[config.mk]
export PLATFORM = sky130hd
export DESIGN_NAME = ixc_assign_fr
export DESIGN_NICKNAME = d
export VERILOG_FILES = /design/src/rtl/ixc_assign_pkg.sv /design/src/rtl/ixc_assign_pipe.sv /design/src/rtl/ixc_assign_fr.sv
export SDC_FILE = /design/constraint.sdc
export NUM_CORES = 1
export LEC_CHECK = 0
export CAP_MARGIN = 20
export CORE_MARGIN = 3
export CORE_UTILIZATION = 28
export DETAILED_ROUTE_END_ITERATION = 12
export GPL_ROUTABILITY_DRIVEN = 0
export SYNTH_ARGS = -nofsm -noshare
export SYNTH_HDL_FRONTEND = slang
export SYNTH_SLANG_ARGS = --single-unit
export TNS_END_PERCENT = 50
[constraint.sdc]
create_clock -name i_clk -period 4.9 [get_ports i_clk]
set_clock_uncertainty 0.05 [all_clocks]
set_input_delay 0.98 -clock i_clk [delete_from_list [all_inputs] [get_ports i_clk]]
set_output_delay 0.98 -clock i_clk [all_outputs]
set_load 0.01 [all_outputs]
[src/rtl/ixc_assign_pkg.sv]
// Shared types and constants for the registered force/release/deposit assign block.
// Also holds the saturating increment used by the change counter.
package ixc_assign_pkg;

  localparam int IXC_CHG_CNT_W = 16;
  localparam logic [IXC_CHG_CNT_W-1:0] IXC_CHG_CNT_MAX = '1;

  typedef enum logic [0:0] {
    PASS  = 1'b0,
    FORCE = 1'b1
  } ixc_fr_state_e;

  function automatic logic [IXC_CHG_CNT_W-1:0] ixc_sat_inc(input logic [IXC_CHG_CNT_W-1:0] v);
    return (v == IXC_CHG_CNT_MAX) ? v : v + 1'b1;
  endfunction

endpackage

[src/rtl/ixc_assign_pipe.sv]
// Valid+data shift register of DEPTH stages; stage 0 captures data only on a valid input,
// valid bits shift every cycle so bubbles propagate.
module ixc_assign_pipe #(
  parameter int WIDTH = 9,
  parameter int DEPTH = 1
) (
  input  logic             i_clk,
  input  logic             i_rst,
  input  logic             i_vld,
  input  logic [WIDTH-1:0] i_data,
  output logic             o_vld,
  output logic [WIDTH-1:0] o_data
);

  logic [DEPTH-1:0] r_vld;
  logic [WIDTH-1:0] r_data [DEPTH];

  always_ff @(posedge i_clk or posedge i_rst) begin
    if (i_rst) begin
      r_vld <= '0;
      for (int i = 0; i < DEPTH; i++) begin
        r_data[i] <= '0;
      end
    end else begin
      r_vld[0] <= i_vld;
      if (i_vld) begin
        r_data[0] <= i_data;
      end
      for (int i = 1; i < DEPTH; i++) begin
        r_vld[i]  <= r_vld[i-1];
        r_data[i] <= r_data[i-1];
      end
    end
  end

  assign o_vld  = r_vld[DEPTH-1];
  assign o_data = r_data[DEPTH-1];

endmodule

[src/rtl/ixc_assign_fr.sv]
// Registered assign L <= R through a DEPTH-stage pipeline with per-bit force/release,
// one-shot deposit and a saturating count of cycles in which L changed.
// Handshake: i_r_vld qualifies i_r each cycle (no ready, no back-pressure); o_l_vld is
// high for exactly the cycle after the pipeline delivered a sample into o_l.
module ixc_assign_fr
  import ixc_assign_pkg::*;
#(
  parameter int WIDTH = 9,
  parameter int DEPTH = 1
) (
  input  logic                     i_clk,
  input  logic                     i_rst,
  input  logic [WIDTH-1:0]         i_r,
  input  logic                     i_r_vld,
  input  logic                     i_force_en,
  input  logic [WIDTH-1:0]         i_force_val,
  input  logic [WIDTH-1:0]         i_force_mask,
  input  logic                     i_release,
  input  logic                     i_deposit,
  input  logic [WIDTH-1:0]         i_deposit_val,
  output logic [WIDTH-1:0]         o_l,
  output logic                     o_l_vld,
  output logic                     o_forced,
  output logic [IXC_CHG_CNT_W-1:0] o_chg_cnt,
  output ixc_fr_state_e            o_dbg_state
);

  logic                     w_pipe_vld;
  logic [WIDTH-1:0]         w_pipe_data;
  ixc_fr_state_e            r_state;
  ixc_fr_state_e            w_state_next;
  logic [WIDTH-1:0]         r_fmask;
  logic [WIDTH-1:0]         r_fval;
  logic [WIDTH-1:0]         w_ovr_mask;
  logic [WIDTH-1:0]         w_base;
  logic [WIDTH-1:0]         w_l_next;
  logic [WIDTH-1:0]         r_l;
  logic                     r_l_vld;
  logic                     r_forced;
  logic [IXC_CHG_CNT_W-1:0] r_chg_cnt;

  ixc_assign_pipe #(
    .WIDTH (WIDTH),
    .DEPTH (DEPTH)
  ) u_pipe (
    .i_clk  (i_clk),
    .i_rst  (i_rst),
    .i_vld  (i_r_vld),
    .i_data (i_r),
    .o_vld  (w_pipe_vld),
    .o_data (w_pipe_data)
  );

  // force_en outranks release, so a simultaneous pair lands in FORCE.
  always_comb begin
    w_state_next = r_state;
    case (r_state)
      PASS: begin
        if (i_force_en) w_state_next = FORCE;
      end
      FORCE: begin
        if (i_force_en)     w_state_next = FORCE;
        else if (i_release) w_state_next = PASS;
      end
      default: w_state_next = PASS;
    endcase
  end

  always_ff @(posedge i_clk or posedge i_rst) begin
    if (i_rst) begin
      r_state <= PASS;
      r_fmask <= '0;
      r_fval  <= '0;
    end else begin
      r_state <= w_state_next;
      if (i_force_en) begin
        r_fmask <= i_force_mask;
        r_fval  <= i_force_val;
      end else if (i_release) begin
        r_fmask <= '0;
        r_fval  <= '0;
      end
    end
  end

  // Override uses the registered state, so a force takes effect one edge after force_en.
  always_comb begin
    w_ovr_mask = (r_state == FORCE) ? r_fmask : '0;
    if (i_deposit)       w_base = i_deposit_val;
    else if (w_pipe_vld) w_base = w_pipe_data;
    else                 w_base = r_l;
    w_l_next = (w_base & ~w_ovr_mask) | (r_fval & w_ovr_mask);
  end

  always_ff @(posedge i_clk or posedge i_rst) begin
    if (i_rst) begin
      r_l       <= '0;
      r_l_vld   <= 1'b0;
      r_forced  <= 1'b0;
      r_chg_cnt <= '0;
    end else begin
      r_l      <= w_l_next;
      r_l_vld  <= w_pipe_vld;
      r_forced <= (r_state == FORCE);
      if (w_l_next != r_l) begin
        r_chg_cnt <= ixc_sat_inc(r_chg_cnt);
      end
    end
  end

  assign o_l         = r_l;
  assign o_l_vld     = r_l_vld;
  assign o_forced    = r_forced;
  assign o_chg_cnt   = r_chg_cnt;
  assign o_dbg_state = r_state;

endmodule

==> summary.txt <==
STA
  • Relative slew slack: 50.4%
  • Tmin final: 3570 ps
  • Fin. Hold Viols: 0
  • Setup TNS Final: 0 ps
  • F_max: 280 MHz
  • Max Slew Vio Count: 0
  • Worst slew pin tran: between 700 and 800 ps
  • Hold Slack: 455 ps
  • Tcrit/Tclk final: 72.9%
  • RSZ-0062 raised after global routing: false
  • Final setup vio count: 0

Clocking
  • H-Tree Depth: 2
  • CTS tree: done
  • Hold_buf cts: 0
  • Post-CTS Repair Setup Buffers: 0
  • Max Root-Sink Buffers: 2
  • CTS Sinks: 56
  • CTS buffer count: 5
  • Clk Tree Root Cell: clkbuf_8
  • Clk_lat worst skew: 310 ps
  • Clk slew on worst S/H paths: 100 ps
  • Post-CTS resize count: 0

Yosys
  • Synth Area in Compound Gates: 8.34%
  • Post-synth top cells: dfrtp_1, nand2_1, o21ai_0
  • Async set-reset flop share out of synthesis: 100%
  • Adder-cell share of the synthesized area: 0.466%
  • Area of the mapped netlist: 0.00268 mm2
  • Top_reg_cell synth: dfrtp_1
  • Mapped Cells: 251
  • Top-area cell type share of the netlist area: 52.2%
  • Ys Warns: 0
  • Multiplexer share of the synthesized area: under 10%
  • Library cells used by synthesis: 34
  • Synth area leaders: dfrtp_1, xnor2_1, o21ai_0
  • Leading area contributor after synthesis: dfrtp_1
  • Synth Register Bits: 56
  • Most frequent cell after synthesis: dfrtp_1
  • Synth Area in XOR/XNOR: 7.51%
  • Sequential-to-total area share from yosys stat: roughly 52%
  • Post-synth EDFFs: 0
  • Syn_area_per_cell: 10.7 um2
  • Post-Syn Nets: between 200 and 300
  • Post-Synth Simple-Gate Area: 21.3%
  • Main combinational cell family by area after synthesis: simple AND/OR/NAND/NOR gates

Drt
  • Initial DRC Count: 49
  • Drt via density: 4.37
  • Final wirelength: 6160 um
  • WL/cell: 13.8 um
  • DRC violations left: 0
  • First-pass iteration count of the detailed router: 4
  • Antenna-violating nets left: 0
  • Via count: 1,948

GRT
  • Total track usage: between 10% and 20%
  • Remaining Overflow, GRT: 0
  • Initial antenna violation count: 0
  • Global-route wire length before repair: a little over 10,000 um
  • Vias in the first global route: 1,934
  • Largest net degree at the start of global routing: 38

Critical path
  • Startpoint Class: input pin
  • Worst EP required: 5050 ps
  • R2R cell count: 8
  • Critical path type: input pin to flop
  • Worst Setup SP: i_deposit
  • Reg2Reg Launch Point: u_pipe.o_vld$_DFF_PP0_
  • Crit Path Max Fanout: 15
  • Crit path DAT: 3720 ps
  • CP endpoint kind: flop

Layout
  • Final Cell Area: ~0.0036 mm2
  • # diodes: 0
  • Area Growth Syn to Fin: 35.2%
  • Share of cells above drive strength 1: 11.4%
  • Final cell count without fillers: 446
  • Nets@finish: 359
  • Fillers: 949

Die
  • Chip Width: 104 um
  • Row count: 35
  • Die Y: 104 um
  • Core footprint: roughly 0.0093 mm2
  • Io pins: 70
  • Die area: 0.0108 mm2
  • Initial Util: between 20 and 30%

Placed design
  • Placed cell area: 0.00348 mm2
  • Final HPWL DP: 4690 um
  • Dpl cells: ~440
  • Port-buffer cells: ~70

Pwr
  • PD cells: around 350 mW/mm2
  • Sequential share of power: 46.6%
  • P_leak: 1.49 nW
  • Maximum vdd drop: 0.000172 V
  • Switching pwr: between 0.0003 and 0.0004 W
  • Clock share of power: 28.5%
  • Net switching fraction of the power: 27.7%
  • P_int: just over 0.0009 W
  • Combinational Power Share: between 20% and 30%

Worst hold path
  • Hold Crit Start: o_chg_cnt[12]$_DFFE_PP0P_
  • Hold Path Class: flop to flop
  • Hold path depth: 1

Run status
  • Status: complete, no violations

Run
  • Max-cap violations: 0
[kinds of logic after synthesis]
| logic type | after synthesis |
|---|---|
| simple gates | 97 |
| flops | 56 |
| compound gates | 40 |
| xor+xnor | 23 |
| buf+inv | 17 |
| mux | 17 |
| fa+ha+maj | 1 |
[area by class of cell]
type                       count  area, um2  area share, %
clock buffer                   5       68.8           1.90
clock inverter                 3       68.8           1.90
inverter                       4       15.0          0.414
multi-input combinational    178       1200           33.1
sequential                    56       1400           38.6
tap                          129        161           4.45
timing repair buffer          71        713           19.7
[registers in the layout, indices dropped and copies added, names as in the netlist, 9 cells and up]
register / count
r_fval: 9
r_fmask: 9
o_chg_cnt: 16
o_l: 9
u_pipe.o_data: 9
[stage by stage]
stage	total power [W]	worst slack, ps	util [%]
after floorplan	0.000756	2180	-
after global placement	0.000908	1020	37.4
after detailed placement	0.000914	962	37.4
after CTS	0.00128	1280	38.9
after global routing	0.00133	1110	39.1
final	0.00126	1330	39.1
[critical path, stage by stage]
cell and delay (ps):
clkdlybuf4s50_1 700, inv_2 140, o21ai_0 200, o21ai_1 110
xor2_1 160, nor4_2 310, nand4_2 490, nand2_1 280
mux2_1 340
[power by group through the flow]
stage	registers, W	logic [W]	clock network [W]
floorplan	0.000599	0.000157	0
global placement	0.000596	0.000311	0
detailed placement	0.000597	0.000318	0
CTS	0.000588	0.000319	0.000374
global route	0.000599	0.000344	0.000387
finish	0.000588	0.000314	0.000359
[per-layer routing]
layer	up-vias	track usage [%]	wire length, um
li1	984	-	-
met1	907	15.6	3000
met2	53	18.7	2830
met3	4	2.92	258
met4	0	3.42	74
met5	-	0	0
[path summary, 6_finish.rpt]
| path | endpoint | slack, ps |
|---|---|---|
| setup / recovery | o_chg_cnt[1]$_DFFE_PP0P_ | 1330 |
| hold / removal | o_chg_cnt[12]$_DFFE_PP0P_ | 450 |
| setup reg to reg | o_chg_cnt[1]$_DFFE_PP0P_ | 1930 |
| hold reg to reg | o_chg_cnt[12]$_DFFE_PP0P_ | 450 |
| max in group asynchronous | o_chg_cnt[10]$_DFFE_PP0P_ | 2980 |
| min in group asynchronous | o_chg_cnt[11]$_DFFE_PP0P_ | 1040 |
[cell usage in the layout, fill, tap and decap left out, drive strengths merged]
master	Yosys	layout
xor2	8	8
bufinv	0	2
a21oi	1	1
nor2	4	4
inv	4	5
mux2i	4	4
xnor2	15	15
a211oi	5	5
nor4bb	1	1
dfrtp	56	56
and3	7	7
clkdlybuf4s50	0	69
a21o	1	1
nand2b	19	19
clkbuf	8	5
nor2b	5	5
nand2	32	32
nor3	3	3
o21ai	31	31
nand4	6	6
nand3	18	18
a32o	1	1
nand3b	1	1
ha	1	1
buf	5	2
mux2	13	13
a2bb2oi	1	1
nor4	1	1
Power figures use the tool's default switching activity.
